File: src/rtl/time_set_pkg.sv
// time_set_pkg: shared types and constants for the time/alarm set controller.
//   state_e       - controller states
//   FIELD_*       - edit_field encodings (which digit pair is being edited)
//   HOUR_MAX/MIN_MAX - BCD wrap points
//   bcd_inc_hour/bcd_inc_min - wrapping BCD increments for the two fields
package time_set_pkg;

  typedef enum logic [2:0] {
    ST_IDLE,
    ST_T_HOUR,
    ST_T_MIN,
    ST_A_HOUR,
    ST_A_MIN,
    ST_LOAD_T,
    ST_LOAD_A,
    ST_STOP
  } state_e;

  localparam logic [1:0] FIELD_HOUR = 2'd0;
  localparam logic [1:0] FIELD_MIN  = 2'd1;

  localparam logic [7:0] HOUR_MAX = 8'h23;
  localparam logic [7:0] MIN_MAX  = 8'h59;

  // Hours are six bits wide: a 2-bit tens digit over a 4-bit units digit.
  // The >= test also pulls any out-of-range value back to 00.
  function automatic logic [5:0] bcd_inc_hour(input logic [5:0] h);
    if ({2'b00, h} >= HOUR_MAX)  return 6'h00;
    else if (h[3:0] == 4'd9)     return {h[5:4] + 2'd1, 4'd0};
    else                         return {h[5:4], h[3:0] + 4'd1};
  endfunction

  function automatic logic [7:0] bcd_inc_min(input logic [7:0] m);
    if (m >= MIN_MAX)            return 8'h00;
    else if (m[3:0] == 4'd9)     return {m[7:4] + 4'd1, 4'd0};
    else                         return {m[7:4], m[3:0] + 4'd1};
  endfunction

endpackage

File: src/rtl/time_set_ctrl_btn_debounce.sv
// btn_debounce: synchronizer + debounce + rising-edge event for one button.
//   clk      - system clock
//   reset    - asynchronous active-low reset
//   btn_i    - raw asynchronous button level, active-high
//   rise_o   - one-cycle pulse when the debounced level goes 0 -> 1
// A clean press produces rise_o 2 + DEB_CYCLES cycles after the raw edge.
module btn_debounce #(
  parameter int DEB_CYCLES = 2
) (
  input  logic clk,
  input  logic reset,
  input  logic btn_i,
  output logic rise_o
);

  localparam int CW = (DEB_CYCLES < 2) ? 1 : $clog2(DEB_CYCLES + 1);

  logic          sync1_q, sync2_q;
  logic          level_q;
  logic          rise_q;
  logic [CW-1:0] cnt_q;

  always_ff @(posedge clk or negedge reset) begin
    if (!reset) begin
      sync1_q <= 1'b0;
      sync2_q <= 1'b0;
      level_q <= 1'b0;
      rise_q  <= 1'b0;
      cnt_q   <= '0;
    end else begin
      sync1_q <= btn_i;
      sync2_q <= sync1_q;
      rise_q  <= 1'b0;
      // Any sample that agrees with the accepted level restarts the run.
      if (sync2_q == level_q) begin
        cnt_q <= '0;
      end else if (cnt_q == CW'(DEB_CYCLES - 1)) begin
        cnt_q   <= '0;
        level_q <= sync2_q;
        rise_q  <= sync2_q;
      end else begin
        cnt_q <= cnt_q + 1'b1;
      end
    end
  end

  assign rise_o = rise_q;

endmodule

File: src/rtl/time_set_ctrl.sv
// time_set_ctrl: button-driven HH:MM editor feeding the alarm clock core.
//   clk, reset          - 10 Hz clock, asynchronous active-low reset
//   btn_mode/inc/set    - raw push-buttons, active-high
//   H_in1/H_in0/M_in1/M_in0 - BCD digit bus to the core
//   LD_time/LD_alarm/STOP_al - LD_HOLD-cycle strobes to the core
//   AL_ON               - alarm enable level
//   edit_active/edit_field - edit status for display blinking
module time_set_ctrl
  import time_set_pkg::*;
#(
  parameter int DEB_CYCLES   = 2,
  parameter int LD_HOLD      = 10,
  parameter int EDIT_TIMEOUT = 300
) (
  input  logic       clk,
  input  logic       reset,
  input  logic       btn_mode,
  input  logic       btn_inc,
  input  logic       btn_set,
  output logic [1:0] H_in1,
  output logic [3:0] H_in0,
  output logic [3:0] M_in1,
  output logic [3:0] M_in0,
  output logic       LD_time,
  output logic       LD_alarm,
  output logic       STOP_al,
  output logic       AL_ON,
  output logic       edit_active,
  output logic [1:0] edit_field
);

  localparam int HW = $clog2(LD_HOLD + 1);
  localparam int TW = $clog2(EDIT_TIMEOUT + 1);

  logic ev_mode, ev_inc, ev_set;

  btn_debounce #(.DEB_CYCLES(DEB_CYCLES)) u_deb_mode (
    .clk(clk), .reset(reset), .btn_i(btn_mode), .rise_o(ev_mode)
  );
  btn_debounce #(.DEB_CYCLES(DEB_CYCLES)) u_deb_inc (
    .clk(clk), .reset(reset), .btn_i(btn_inc), .rise_o(ev_inc)
  );
  btn_debounce #(.DEB_CYCLES(DEB_CYCLES)) u_deb_set (
    .clk(clk), .reset(reset), .btn_i(btn_set), .rise_o(ev_set)
  );

  state_e        state_q, state_d;
  logic [5:0]    hour_q, hour_d;   // {tens[1:0], units[3:0]}
  logic [7:0]    min_q, min_d;     // {tens[3:0], units[3:0]}
  logic          al_on_q, al_on_d;
  logic [HW-1:0] hold_q, hold_d;
  logic [TW-1:0] tmo_q, tmo_d;
  logic          ld_time_q, ld_alarm_q, stop_q;
  logic          edit_active_q;
  logic [1:0]    edit_field_q;
  logic          in_time_edit, in_hour_edit;

  assign in_time_edit = (state_q == ST_T_HOUR) || (state_q == ST_T_MIN);
  assign in_hour_edit = (state_q == ST_T_HOUR) || (state_q == ST_A_HOUR);

  always_comb begin
    state_d = state_q;
    hour_d  = hour_q;
    min_d   = min_q;
    al_on_d = al_on_q;
    hold_d  = hold_q;
    tmo_d   = tmo_q;
    unique case (state_q)
      ST_IDLE: begin
        // set > mode > inc; losers in the same cycle are dropped.
        if (ev_set)        al_on_d = ~al_on_q;
        else if (ev_mode)  state_d = ST_T_HOUR;
        else if (ev_inc)   state_d = ST_STOP;
      end
      ST_T_HOUR, ST_T_MIN, ST_A_HOUR, ST_A_MIN: begin
        if (ev_set || ev_mode || ev_inc) tmo_d = '0;
        if (ev_set) begin
          if (in_time_edit) begin
            state_d = ST_LOAD_T;
          end else begin
            state_d = ST_LOAD_A;
            al_on_d = 1'b1;
          end
        end else if (ev_mode) begin
          unique case (state_q)
            ST_T_HOUR: state_d = ST_T_MIN;
            ST_T_MIN:  state_d = ST_A_HOUR;
            ST_A_HOUR: state_d = ST_A_MIN;
            default:   state_d = ST_IDLE;   // leaving A_MIN aborts
          endcase
        end else if (ev_inc) begin
          if (in_hour_edit) hour_d = bcd_inc_hour(hour_q);
          else              min_d  = bcd_inc_min(min_q);
        end else if (tmo_q == TW'(EDIT_TIMEOUT - 1)) begin
          state_d = ST_IDLE;
        end else begin
          tmo_d = tmo_q + 1'b1;
        end
      end
      ST_LOAD_T, ST_LOAD_A, ST_STOP: begin
        // Events are ignored and digits frozen for the whole hold.
        if (hold_q == HW'(LD_HOLD - 1)) state_d = ST_IDLE;
        else                            hold_d  = hold_q + 1'b1;
      end
      default: state_d = ST_IDLE;
    endcase
    // Every state entry starts both counters from zero.
    if (state_d != state_q) begin
      hold_d = '0;
      tmo_d  = '0;
    end
  end

  always_ff @(posedge clk or negedge reset) begin
    if (!reset) begin
      state_q       <= ST_IDLE;
      hour_q        <= '0;
      min_q         <= '0;
      al_on_q       <= 1'b0;
      hold_q        <= '0;
      tmo_q         <= '0;
      ld_time_q     <= 1'b0;
      ld_alarm_q    <= 1'b0;
      stop_q        <= 1'b0;
      edit_active_q <= 1'b0;
      edit_field_q  <= FIELD_HOUR;
    end else begin
      state_q       <= state_d;
      hour_q        <= hour_d;
      min_q         <= min_d;
      al_on_q       <= al_on_d;
      hold_q        <= hold_d;
      tmo_q         <= tmo_d;
      // Strobes decode the next state, so they rise on the first hold cycle
      // and are exclusive by construction.
      ld_time_q     <= (state_d == ST_LOAD_T);
      ld_alarm_q    <= (state_d == ST_LOAD_A);
      stop_q        <= (state_d == ST_STOP);
      edit_active_q <= (state_d == ST_T_HOUR) || (state_d == ST_T_MIN) ||
                       (state_d == ST_A_HOUR) || (state_d == ST_A_MIN);
      edit_field_q  <= ((state_d == ST_T_MIN) || (state_d == ST_A_MIN)) ?
                       FIELD_MIN : FIELD_HOUR;
    end
  end

  assign H_in1       = hour_q[5:4];
  assign H_in0       = hour_q[3:0];
  assign M_in1       = min_q[7:4];
  assign M_in0       = min_q[3:0];
  assign LD_time     = ld_time_q;
  assign LD_alarm    = ld_alarm_q;
  assign STOP_al     = stop_q;
  assign AL_ON       = al_on_q;
  assign edit_active = edit_active_q;
  assign edit_field  = edit_field_q;

endmodule
File: config.mk
export PLATFORM = sky130hd
export DESIGN_NAME = time_set_ctrl
export DESIGN_NICKNAME = d
export VERILOG_FILES = /design/src/rtl/time_set_pkg.sv /design/src/rtl/time_set_ctrl_btn_debounce.sv /design/src/rtl/time_set_ctrl.sv
export SDC_FILE = /design/constraint.sdc
export NUM_CORES = 1
export LEC_CHECK = 0
export BUFFER_PORTS_ARGS = -buffer_cell sky130_fd_sc_hd__buf_4
export CELL_PAD_IN_SITES_DETAIL_PLACEMENT = 0
export CELL_PAD_IN_SITES_GLOBAL_PLACEMENT = 1
export CORE_MARGIN = 3
export CORE_UTILIZATION = 50
export CTS_CLUSTER_DIAMETER = 40
export DETAILED_ROUTE_END_ITERATION = 10
export GPL_TIMING_DRIVEN = 0
export PLACE_DENSITY_LB_ADDON = 0.15
export SLEW_MARGIN = 30
export SYNTH_ARGS = -nofsm -noshare
export SYNTH_HDL_FRONTEND = slang
export SYNTH_SLANG_ARGS = --single-unit
File: constraint.sdc
create_clock -name clk -period 6.4 [get_ports clk]
set_clock_uncertainty 0.15 [all_clocks]
set_input_delay 0.32 -clock clk [delete_from_list [all_inputs] [get_ports clk]]
set_output_delay 0.32 -clock clk [all_outputs]
set_load 0.01 [all_outputs]
==> results.md <==
- Syn Nets: 308
- Crit path buf inv count: 2
- Endpoints failing setup: 0
- FMAX: about 420 MHz
- Total track usage: between 10% and 20%
- Yosys reg bits: 54
- Slew @ Worst Pin: 671 ps
- Total wire length: about 6 mm
- Final hold vios: 0
- Via count: 2,311
- Depth of the CTS H-tree: 2
- Startpoint types: flop
- Row count: 27
- Seq/Total Area, Yosys: 46.9%
- Global route overflow: 0
- Synth Cell Area: roughly 2900 um2
- Final GP Congestion: 0.871
- Port-buffer cells: 24
- Crit-path slowest cell: dfrtp_1
- Nets@finish: 343
- Synth cell types: 63
- Ant diodes: 0
- Drt drc: 0
- Worst skew pair latency: 310 ps
- Drt first pass iters: 4
- Largest area contributor in the netlist: dfrtp_1
- Mean Syn Cell Area: 9.81 um2
- Pwr/cell area: 398 nW/um2
- Post-Synthesis Cells: 294
- Die X: 81.9 um
- Initial Util: 52.0%
- Slew Limit Fails: 0
- Setup crit end kind: flop
- WHS: ~210 ps
- Post-synth top flop: dfrtp_1
- Routed Antenna Nets: 0
- Worst path most repeated cell: clkbuf_1
- First-pass GRT wire length: 10.3 mm
- Share of layout cells above drive strength 1: 14.8%
- Crit path DAT: about 2500 ps
- Initial DRC Count: 95
- Routed wire per std cell: 14.8 um
- CTS sink cnt: 54
- Yosys top cell area share: between 40% and 50%
- Leakage: 1.46 nW
- Post-DP HPWL: 4.18 mm
- Worst slack, placed: 3980 ps
- Setup_tns: 0 ps
- Fin util: between 50% and 60%
- Clock-pin slew on the worst setup and hold paths: 110 ps
- I/O pins: 26
- CTS resizes: 0
- Core area: roughly 5500 um2
- Cell family with most CP delay: simple AND/OR/NAND/NOR gates
- Number of global-route vias before repair: 2,204
- CTS buffer count: 5
- CP required: 6500 ps
- Final period utilization: 37.6%
- Die height: 81.9 um
- Max_cap viols: 0
- Ys Warns: 0
- Largest net degree at the start of global routing: 55
- CTS root buffer: clkbuf_8
- Worst stage delay on the critical path: 490 ps
- Initial antenna violation count: 0
- Final Critical Period: about 2400 ps
- Crit-path cells: or3b_1 -> clkbuf_1 -> or3_1 -> clkbuf_1 -> nor2_1 -> mux2_2
- Max clock buf depth: 2
- RSZ-0062 raised after global routing: no
- Area contributors post-synth: dfrtp_1 (47%), ha_1 (3.9%), o21ai_0 (3.6%)
- Post-CTS Setup Bufs: 0
- P&R area growth vs syn: 14.1%
- Outcome: finished, final reports clean
- Peak VDD IR: 199 uV
- Post-synth EDFFs: 0
- CTS tree: built
- Die ar.: 6710 um2
- Max transition margin: 54.9%
- Critical Path Fanout Max: 9
- Final WS setup: about 4000 ps
- Hold WC Path Type: reg2reg
- Vias/cell: 5.75
- Async SR Flop Fraction: 100%
- Crit Path Category: reg2reg
## where the power goes
| group | total (W) | leakage [nW] | switching (W) | internal (W) |
|---|---|---|---|---|
| registers | 0.000499 | 0.695 | 0.0000763 | 0.000423 |
| clock network | 0.000202 | 0.0495 | 0.000121 | 0.0000815 |
| logic | 0.000607 | 0.711 | 0.000354 | 0.000253 |
| total | 0.00131 | 1.46 | 0.000551 | 0.000757 |
## cell usage in the layout, fill, tap and decap left out, drive strengths merged, types with 9 or more instances in the layout
| cell | instances |
|---|---|
| nand2 | 18 |
| nor3 | 9 |
| nor2 | 23 |
| o21ai | 26 |
| buf | 28 |
| ha | 9 |
| inv | 13 |
| a21oi | 11 |
| nor2b | 12 |
| dfrtp | 54 |
| clkbuf | 14 |
## layout make-up
cell class | count | area [um2]
Sequential cell | 54 | 1350
Buffer | 13 | 56.3
Multi-Input combinational cell | 217 | 1440
Timing Repair Buffer | 28 | 220
Inverter | 10 | 37.5
Clock inverter | 3 | 26.3
Tap cell | 72 | 90.1
Clock buffer | 5 | 68.8
Fill cell | 522 | 2250
## kinds of logic after synthesis
logic type / after synthesis / synth area share, %
multiplexers: 6 / 2.26
AO/OA/AOI/OAI: 77 / 18.2
XOR/XNOR: 8 / 2.43
AND/OR/NAND/NOR: 116 / 22.9
adder cells (fa/ha/maj): 9 / 3.91
buffers and inverters: 23 / 3.26
flip-flops: 54 / 46.9
other: 1 / 0.130
## synth_stat cells (3+ instances only)
library cell,count
a21oi_1,10
a22o_1,4
a31oi_1,6
and2_1,6
and3_1,4
and3b_1,4
buf_2,3
clkbuf_1,9
dfrtp_1,54
ha_1,9
inv_1,10
mux2_2,4
nand2_1,18
nand2b_1,7
nand3_1,6
nand3b_1,7
nand4_1,3
nor2_1,23
nor2b_1,12
nor3_1,9
o21ai_0,21
o21ai_1,4
o31ai_1,3
or3_1,3
xnor2_1,6
## per-layer routing
layer / up-vias / track usage, % / routed length (um)
met3: 4 / 3.40 / 202
li1: 1132 / - / -
met2: 41 / 32.0 / 2880
met4: 0 / 6.64 / 58
met1: 1134 / 26.6 / 2810
met5: - / 0 / 0
## worst register-to-register path, stage by stage, from the launching register on
cell      delay [ps]
dfrtp_1          490
or3b_1           410
clkbuf_1         180
or3_1            390
clkbuf_1         210
nor2_1           310
mux2_2           210
## path summary, 6_finish.rpt
path / slack (ps) / cells after the start / end / from
setup / recovery: 3990 / 6 / min_q[0] / u_deb_mode.rise_o
hold / removal: 210 / 0 / u_deb_set.sync2_q / u_deb_set.sync1_q
setup reg to reg: 3990 / 6 / min_q[0] / u_deb_mode.rise_o
hold reg to reg: 210 / 0 / u_deb_set.sync2_q / u_deb_set.sync1_q
max in group asynchronous: 5220 / 2 / min_q[0] / reset
min in group asynchronous: 410 / 2 / edit_field[0] / reset
## stage by stage
stage,area (um2),std cells,total power [W]
2_1_floorplan,2880,294,0.000930
3_3_place_gp,3150,390,0.00110
3_5_place_dp,3150,390,0.00111
4_1_cts,3290,402,0.00132
5_1_grt,3290,402,0.00141
6_report,3290,402,0.00131
## flip-flops by register name, indices dropped and copies added (netlist names), 2 cells and up
| register | count |
|---|---|
| hold_q | 4 |
| hour_q | 6 |
| min_q | 8 |
| state_q | 3 |
| tmo_q | 9 |
| u_deb_inc.cnt_q | 2 |
| u_deb_mode.cnt_q | 2 |
| u_deb_set.cnt_q | 2 |
## what timing repair did
item | CTS | global route
endpoints found under the hold margin | 57 | 0
setup endpoints to repair | 0 | 0
hold buffers | 4 | 0
Power figures use the tool's default switching activity.
